**src/rtl/fdce_bank_pkg.sv**
```systemverilog
// Shared definitions for the FDCE configuration-bank write scheduler.
//   state_t          : scheduler states (idle, one-cycle write, clear pulse, recovery gap)
//   *_MIN / *_MAX    : legal parameter ranges checked at elaboration
//   max2()           : integer maximum, used for sizing the shared counter
package fdce_bank_pkg;

  typedef enum logic [1:0] {
    ST_IDLE    = 2'd0,
    ST_WRITE   = 2'd1,
    ST_CLEAR   = 2'd2,
    ST_RECOVER = 2'd3
  } state_t;

  localparam int NREG_MIN       = 2;
  localparam int NREG_MAX       = 32;
  localparam int CLR_CYCLES_MIN = 1;
  localparam int REC_CYCLES_MIN = 1;

  function automatic int max2(input int a, input int b);
    return (a > b) ? a : b;
  endfunction

endpackage

```
**src/rtl/rr_arb2.sv**
```systemverilog
// Two-way round-robin arbiter.
//   clk     : clock, rising edge
//   srst    : synchronous active-high reset (pointer back to requester 0)
//   req     : request vector, bit i = requester i
//   advance : a grant is being taken this cycle; pointer moves to the loser
//   gnt     : one-hot grant (zero when no request)
module rr_arb2 (
  input  logic       clk,
  input  logic       srst,
  input  logic [1:0] req,
  input  logic       advance,
  output logic [1:0] gnt
);

  // ptr_reg = 0 favours requester 0 on contention, 1 favours requester 1.
  logic ptr_reg;

  always_comb begin
    gnt = req;
    if (req == 2'b11) begin
      gnt = ptr_reg ? 2'b10 : 2'b01;
    end
  end

  // After any grant the other requester gets priority, even if it was idle.
  always_ff @(posedge clk) begin
    if (srst) begin
      ptr_reg <= 1'b0;
    end else if (advance) begin
      ptr_reg <= gnt[0];
    end
  end

endmodule

```
**src/rtl/fdce_bank_sched.sv**
```systemverilog
// Write/clear scheduler for a bank of NREG x WIDTH FDCE configuration registers.
// Sole driver of the bank's CE, D and CLR pins.
//   C, R            : clock (rising edge) and synchronous active-high reset
//   VALIDx/ADDRx/DATAx : write request from requester x (held until READYx)
//   READYx          : request accepted this cycle (only in IDLE)
//   CLR_REQ         : level bulk-clear request, priority over writes
//   CE_O            : one-hot clock enable, high only in the WRITE cycle
//   D_O             : shared data bus, holds its last value outside WRITE
//   CLR_O           : stretched clear pulse, CLR_CYCLES long
//   BUSY            : state is not IDLE
//   ERR             : one-cycle pulse when the written address is out of range
module fdce_bank_sched
  import fdce_bank_pkg::*;
#(
  parameter int NREG       = 8,
  parameter int WIDTH      = 8,
  parameter int AW         = 5,
  parameter int CLR_CYCLES = 2,
  parameter int REC_CYCLES = 1
) (
  input  logic             C,
  input  logic             R,
  input  logic             VALID0,
  input  logic             VALID1,
  input  logic [AW-1:0]    ADDR0,
  input  logic [AW-1:0]    ADDR1,
  input  logic [WIDTH-1:0] DATA0,
  input  logic [WIDTH-1:0] DATA1,
  output logic             READY0,
  output logic             READY1,
  input  logic             CLR_REQ,
  output logic [NREG-1:0]  CE_O,
  output logic [WIDTH-1:0] D_O,
  output logic             CLR_O,
  output logic             BUSY,
  output logic             ERR
);

  // Counter holds at most max(CLR_CYCLES, REC_CYCLES)-1.
  localparam int CNT_MAX = max2(CLR_CYCLES, REC_CYCLES);
  localparam int CNT_W   = max2(1, $clog2(CNT_MAX));

  generate
    if (NREG < NREG_MIN || NREG > NREG_MAX || longint'(NREG) > (longint'(1) << AW) ||
        CLR_CYCLES < CLR_CYCLES_MIN || REC_CYCLES < REC_CYCLES_MIN) begin : g_bad_params
      $error("fdce_bank_sched: illegal parameter set");
    end
  endgenerate

  state_t             state_reg, state_next;
  logic [CNT_W-1:0]   cnt_reg, cnt_next;
  logic [NREG-1:0]    ce_reg, ce_next;
  logic [WIDTH-1:0]   d_reg, d_next;
  logic               clr_reg, clr_next;
  logic               busy_reg, busy_next;
  logic               err_reg, err_next;

  logic [1:0]         gnt;
  logic               ready_gate;
  logic               accept;
  logic [AW-1:0]      sel_addr;
  logic [WIDTH-1:0]   sel_data;
  logic [NREG-1:0]    addr_dec;
  logic               addr_bad;

  // The handshake is decided in the IDLE cycle itself so that the write lands
  // on the bank in the very next cycle; every pin that reaches the bank is a flop.
  assign ready_gate = (state_reg == ST_IDLE) && !R && !CLR_REQ;
  assign accept     = ready_gate && (VALID0 || VALID1);
  assign READY0     = ready_gate && gnt[0];
  assign READY1     = ready_gate && gnt[1];

  rr_arb2 u_arb (
    .clk     (C),
    .srst    (R),
    .req     ({VALID1, VALID0}),
    .advance (accept),
    .gnt     (gnt)
  );

  assign sel_addr = gnt[1] ? ADDR1 : ADDR0;
  assign sel_data = gnt[1] ? DATA1 : DATA0;

  // Per-register decode; an address past the bank leaves every bit low.
  generate
    for (genvar gi = 0; gi < NREG; gi++) begin : g_dec
      assign addr_dec[gi] = (sel_addr == AW'(gi));
    end
  endgenerate
  assign addr_bad = ~|addr_dec;

  always_comb begin
    state_next = state_reg;
    cnt_next   = cnt_reg;
    ce_next    = '0;
    d_next     = d_reg;
    err_next   = 1'b0;
    case (state_reg)
      ST_IDLE: begin
        if (CLR_REQ) begin
          state_next = ST_CLEAR;
          cnt_next   = CNT_W'(CLR_CYCLES - 1);
        end else if (accept) begin
          // CE/D/ERR are registered here so they are presented during WRITE.
          state_next = ST_WRITE;
          ce_next    = addr_dec;
          d_next     = sel_data;
          err_next   = addr_bad;
        end
      end
      ST_WRITE: begin
        state_next = ST_IDLE;
      end
      ST_CLEAR: begin
        if (cnt_reg == '0) begin
          state_next = ST_RECOVER;
          cnt_next   = CNT_W'(REC_CYCLES - 1);
        end else begin
          cnt_next = cnt_reg - CNT_W'(1);
        end
      end
      ST_RECOVER: begin
        if (cnt_reg == '0) begin
          state_next = ST_IDLE;
        end else begin
          cnt_next = cnt_reg - CNT_W'(1);
        end
      end
      default: begin
        state_next = ST_IDLE;
      end
    endcase
    clr_next  = (state_next == ST_CLEAR);
    busy_next = (state_next != ST_IDLE);
  end

  always_ff @(posedge C) begin
    if (R) begin
      state_reg <= ST_IDLE;
      cnt_reg   <= '0;
      ce_reg    <= '0;
      d_reg     <= '0;
      clr_reg   <= 1'b0;
      busy_reg  <= 1'b0;
      err_reg   <= 1'b0;
    end else begin
      state_reg <= state_next;
      cnt_reg   <= cnt_next;
      ce_reg    <= ce_next;
      d_reg     <= d_next;
      clr_reg   <= clr_next;
      busy_reg  <= busy_next;
      err_reg   <= err_next;
    end
  end

  assign CE_O  = ce_reg;
  assign D_O   = d_reg;
  assign CLR_O = clr_reg;
  assign BUSY  = busy_reg;
  assign ERR   = err_reg;

endmodule

```
**config.mk**
```make
export PLATFORM = sky130hd
export DESIGN_NAME = fdce_bank_sched
export DESIGN_NICKNAME = d
export VERILOG_FILES = /design/src/rtl/fdce_bank_pkg.sv /design/src/rtl/rr_arb2.sv /design/src/rtl/fdce_bank_sched.sv
export SDC_FILE = /design/constraint.sdc
export NUM_CORES = 1
export LEC_CHECK = 0
export ABC_AREA = 1
export ABC_CLOCK_PERIOD_IN_PS = 1480
export BUFFER_PORTS_ARGS = -buffer_cell sky130_fd_sc_hd__buf_2
export CAP_MARGIN = 20
export CORE_MARGIN = 2
export CORE_UTILIZATION = 40
export CTS_CLUSTER_DIAMETER = 200
export DETAILED_ROUTE_END_ITERATION = 8
export GPL_TIMING_DRIVEN = 1
export PLACE_DENSITY = 0.74
export SETUP_SLACK_MARGIN = 0.15
export SLEW_MARGIN = 20
export SYNTH_ARGS = -nofsm -noshare
export SYNTH_HDL_FRONTEND = slang
export SYNTH_SLANG_ARGS = --single-unit
```
**constraint.sdc**
```tcl
create_clock -name C -period 1.48 [get_ports C]
set_clock_uncertainty 0.2 [all_clocks]
set_input_delay 0.444 -clock C [delete_from_list [all_inputs] [get_ports C]]
set_output_delay 0.444 -clock C [all_outputs]
set_load 0.05 [all_outputs]
```
=== After elaboration in Yosys (flattened, before gate mapping) ===
Index checks and enable logic that the tools add are counted.

* Memories kept: 0
* RAM bits: 0
* Latch bits: 0
* Bits in registers: 23
* Input bits: 31
* Word-level logic and storage cells: 55
* Memory bits (read-only): 0

* Bitwise operators: 3
* Mux-type cells: 12
* Multiply operators: 0
* Div/mod/pow operators: 0
* Equal/unequal tests: 13
* Shift operators: 0
* Reductions and logical operators: 18
* Magnitude comparators: 0
* Add/subtract/negate cells: 1

{| class="wikitable"
|+ Operator list
! kind !! number
|-
| == test 5 x 3 -> 1 bit, second input constant || 4
|-
| 2-to-1 mux 2 bit || 6
|-
| == test 5 x 2 -> 1 bit, second input constant || 2
|-
| == test 2 bit, second input constant || 4
|-
| 2-to-1 mux 8 bit || 1
|-
| case mux 2 bit (4 select lines) || 1
|-
| OR reduction 8 bit || 1
|-
| == test 5 x 1 -> 1 bit, second input constant || 1
|-
| logical AND 1 bit || 5
|-
| zero test 5 bit || 1
|-
| 2-to-1 mux 5 bit || 1
|-
| nonzero test 2 bit || 2
|-
| OR reduction 4 bit || 1
|-
| zero test 1 bit || 3
|-
| NOT 1 bit || 3
|-
| AND reduction 3 bit || 1
|-
| == test 2 x 1 -> 1 bit, second input constant || 1
|-
| zero test 2 bit || 1
|-
| 2-to-1 mux 1 bit || 2
|-
| inequality test 2 bit, second input constant || 1
|-
| case mux 1 bit (2 select lines) || 1
|-
| AND reduction 2 bit || 1
|-
| OR reduction 2 bit || 1
|-
| logical OR 1 bit || 1
|-
| subtractor 1 bit, second input constant || 1
|}

=== Longest topological paths before layout ===
* Word-level depth: 8
* Gate-level depth with buffers: 8
* Depth with buffers taken out: 8

=== Modules after synthesis ===
A second synthesis with hierarchy kept.

* Cell total of the unflattened synthesis: 169
* Area, all modules: 1071.0 um^2

{| class="wikitable"
|+ By module, submodules not included
! module !! cells an instance !! instances !! area an instance (um^2) !! sequential area each (um^2)
|-
| fdce_bank_sched || 158 || 1 || 1009.7 || 440.4
|-
| rr_arb2 || 11 || 1 || 61.3 || 20.0
|}

=== Worst setup path after synthesis ===
Ideal clock, no wire load.

* Kind: input to output
* Start: input VALID1
* End: output READY1
* Path slack: -653 ps
* Data arrival time: 1489 ps
* Stages: 4
* Cells stage by stage: buf_2 > nand2_2 > buf_6 > nor2_1

* Word-level cells in the longest chain between the ends: 3

{| class="wikitable"
|+ Ends and longest elaborated chain
! element !! line !! text
|-
| start, declared || fdce_bank_sched.sv:24 || <nowiki>input logic VALID1,</nowiki>
|-
| == test 2 bit || rr_arb2.sv:20 || <nowiki>if (req == 2'b11) begin</nowiki>
|-
| 2-to-1 mux 2 bit (*) || rr_arb2.sv:20 ||
|-
| logical AND 1 bit (*) || fdce_bank_sched.sv:71 || <nowiki>assign READY1 = ready_gate && gnt[1];</nowiki>
|-
| end, declared || fdce_bank_sched.sv:30 || <nowiki>output logic READY1,</nowiki>
|}

Mark *: on every way between the ends. The rest lies on a longest branch, timed or not.

=== Final worst setup path ===
* Start: register u_arb.ptr_reg
* End: output READY0

* Word-level cells in the longest chain between the ends: 3

{| class="wikitable"
|+ Ends and longest elaborated chain
! element !! line !! text
|-
| start, declared || rr_arb2.sv:16 || <nowiki>logic ptr_reg;</nowiki>
|-
| start signal, assigned || rr_arb2.sv:30 || <nowiki>ptr_reg <= gnt[0];</nowiki>
|-
| 2-to-1 mux 2 bit || rr_arb2.sv:21 || <nowiki>gnt = ptr_reg ? 2'b10 : 2'b01;</nowiki>
|-
| 2-to-1 mux 2 bit || rr_arb2.sv:20 ||
|-
| logical AND 1 bit || fdce_bank_sched.sv:70 || <nowiki>assign READY0 = ready_gate && gnt[0];</nowiki>
|-
| end, declared || fdce_bank_sched.sv:29 || <nowiki>output logic READY0,</nowiki>
|}

No other way between the ends.

==> impl_metrics.toml <==
[setup_path]
r2r_setup_slack_ns = -0.38
endpoint_kind = "output pin"
worstSetupStartpointType = "flip-flop"
reg2reg_to = "u_arb.ptr_reg$_SDFFE_PP0P_"
r2r-start = "u_arb.ptr_reg$_SDFFE_PP0P_"
cp.arrival_ns = 1.25
required_ns = 0.84
path_max_fanout = 3
reg2regPathDepth = 12
worstSetupPathType = "flip-flop to output pin"

[drt]
wl_per_cell_um = 11.7
drt_iter0_markers = 17
drt_first_pass_iters = 4
antenna_left = 0
vias = 1257
route.detailed.drc = 0
via_per_inst = 4.66
totalWireLength_um = 3150

[power_and_ir_drop]
p_leak_nw = 1.00
cellPowerDensity_nw_per_um2 = 798
swShare_pct = 34.2
p_seq_share_pct = 44.7
peakVddDrop_mv = 0.779
pwr-share-clk_pct = 18.8
power.share.combinational_pct = 36.5
p_switching_w = 0.000533
internal_power_w = 0.00102

[place]
dp_hpwl_um = 1860
dpl_cell_area_sq_um = 1450
dp_slack_ns = -0.390
dp_cells = 251
portBuffers = 51
gp_congestion = 0.767

[grt]
grt_antenna_before_repair = 0
grt_max_degree = 18
grt_pass1_vias = 1090
track_usage_pct = 18.8
overflow = 0
grt_pass1_wl_um = 4620

[cts]
cts.path.max_buffers = 2
htree_levels = 1
clock_sinks = 23
cts-root-buf = "clkbuf_4"
cts_tree = "yes"
clk_pin_slew_ns = 0.13
clock_latency_ns = 0.32
hold_buffers = 0
numCtsBuffers = 3

[yosys]
syn_area_per_cell_sq_um = 6.66
synth_area_sq_um = 1080
synth_nets = 193
synth-seq-cells = 23
ys_seq_area_share_pct = 42.7
ys_types = 17
yosysWarnings = 0
synthCells = 162

[sta]
setup_tns_ns = -1.26
slew_headroom_pct = 86.9
worstMarginPinSlew_ns = 0.195
drv_slew = 0
fin_crit_ns = 1.89
worst_slack_ns = -0.413
fin_crit_sh_pct = 128
max_freq_ghz = 0.528
setup_violations = 9
hold_viol_final = 0
rsz0062_at_grt = "yes"
whs_ns = 0.203

[die]
floorplan.initialDensity_pct = 42.8
core-area_sq_um = 2520
die_w_um = 55.9
die_h_um = 55.9
die_area_sq_um = 3130
io_pins = 52
rows = 18

[layout]
final_cell_mix = "nand2_1 (48), buf_2 (29), dfxtp_2 (21)"
multiInputGateArea_sq_um = 609
final_common_cell = "nand2_1"
register_area_sq_um = 487
finalNonFillerCells = 270
drive_gt1_share_pct = 60.0
fillers = 180
final_nets = 272
syn_to_final_growth_pct = 80.7
fin_area_sq_um = 1950
diodes = 0

[run_status]
outcome = "finished with violations"
violations = "negative setup slack"

[hold_path]
holdCritPathClass = "input port to flip-flop"
whs_path_depth = 3
hold_path_end = "u_arb.ptr_reg$_SDFFE_PP0P_"
min_from = "R"

[job]
drv_cap = 0
## area by class of cell
| cell class | count | area share [%] |
|---|---|---|
| Clock buffer | 4 | 1.35 |
| Inverter | 17 | 3.40 |
| Sequential cell | 23 | 25.0 |
| Tap cell | 30 | 1.93 |
| Timing Repair Buffer | 80 | 37.1 |
| Multi-Input combinational cell | 116 | 31.3 |
## Yosys cell counts
| master | n | area, sq um |
|---|---|---|
| a21oi_1 | 2 | 10.0 |
| a21oi_2 | 1 | 8.76 |
| buf_2 | 3 | 15.0 |
| buf_6 | 3 | 33.8 |
| clkinv_1 | 1 | 3.75 |
| dfxtp_1 | 23 | 460 |
| inv_1 | 16 | 60.1 |
| nand2_1 | 59 | 221 |
| nand2_2 | 4 | 25.0 |
| nand3_1 | 13 | 65.1 |
| nand3b_1 | 1 | 7.51 |
| nand4_1 | 1 | 6.26 |
| nor2_1 | 30 | 113 |
| nor2_2 | 1 | 6.26 |
| nor2_4 | 2 | 22.5 |
| o211ai_2 | 1 | 12.5 |
| o21bai_1 | 1 | 7.51 |
## routing by layer
metal  share of wire [%]  track usage [%]  vias to the layer above
met5                   0                0                        -
met4                 1.2             6.12                        0
met3                 4.5             4.88                        4
met2                  54             34.4                       29
met1                  40             21.0                      581
li1                    -                -                      643
## logic make-up (layout without fill, tap and decap cells)
group,after synthesis,in the layout,share of synthesized area (%)
compound gates,5,5,3.60
flops,23,23,42.7
buf+inv,23,101,10.4
simple gates,111,111,43.3
## power groups by stage
stage | Sequential (W) | Combinational [W] | Clock [W]
global route | 0.000699 | 0.000611 | 0.000319
finish | 0.000695 | 0.000567 | 0.000293
floorplan | 0.000785 | 0.000188 | 0
global placement | 0.000690 | 0.000405 | 0
detailed placement | 0.000689 | 0.000408 | 0
CTS | 0.000693 | 0.000505 | 0.000294
## worst max path at each step
stage,startpoint,to,cells past startpoint
6_report,u_arb.ptr_reg$_SDFFE_PP0P_,READY0,6
5_1_grt,u_arb.ptr_reg$_SDFFE_PP0P_,READY0,6
4_1_cts,u_arb.ptr_reg$_SDFFE_PP0P_,READY0,6
3_5_place_dp,CLR_REQ,READY0,5
3_3_place_gp,CLR_REQ,READY0,5
2_1_floorplan,VALID1,READY0,5
## stage by stage
step	util (%)	total power, W
after floorplan	-	0.000973
after global placement	57.5	0.00109
after detailed placement	57.5	0.00110
after CTS	72.9	0.00149
after global routing	77.3	0.00163
final	77.3	0.00156
## repair_timing
item,4_1_cts,5_1_grt
setup buffers,10,5
pin swaps,11,9
resized for setup,101,27
gates cloned,0,0
setup endpoints to repair,41,42
## worst max-delay path, cell delays in order, from the launching register on
cell and delay [ns]:
dfxtp_2 0.35, inv_2 0.07, nand2_4 0.06, nand2_4 0.06, nand4_1 0.16, inv_4 0.09, buf_8 0.14
No activity file was read; power rests on OpenSTA's default activity.
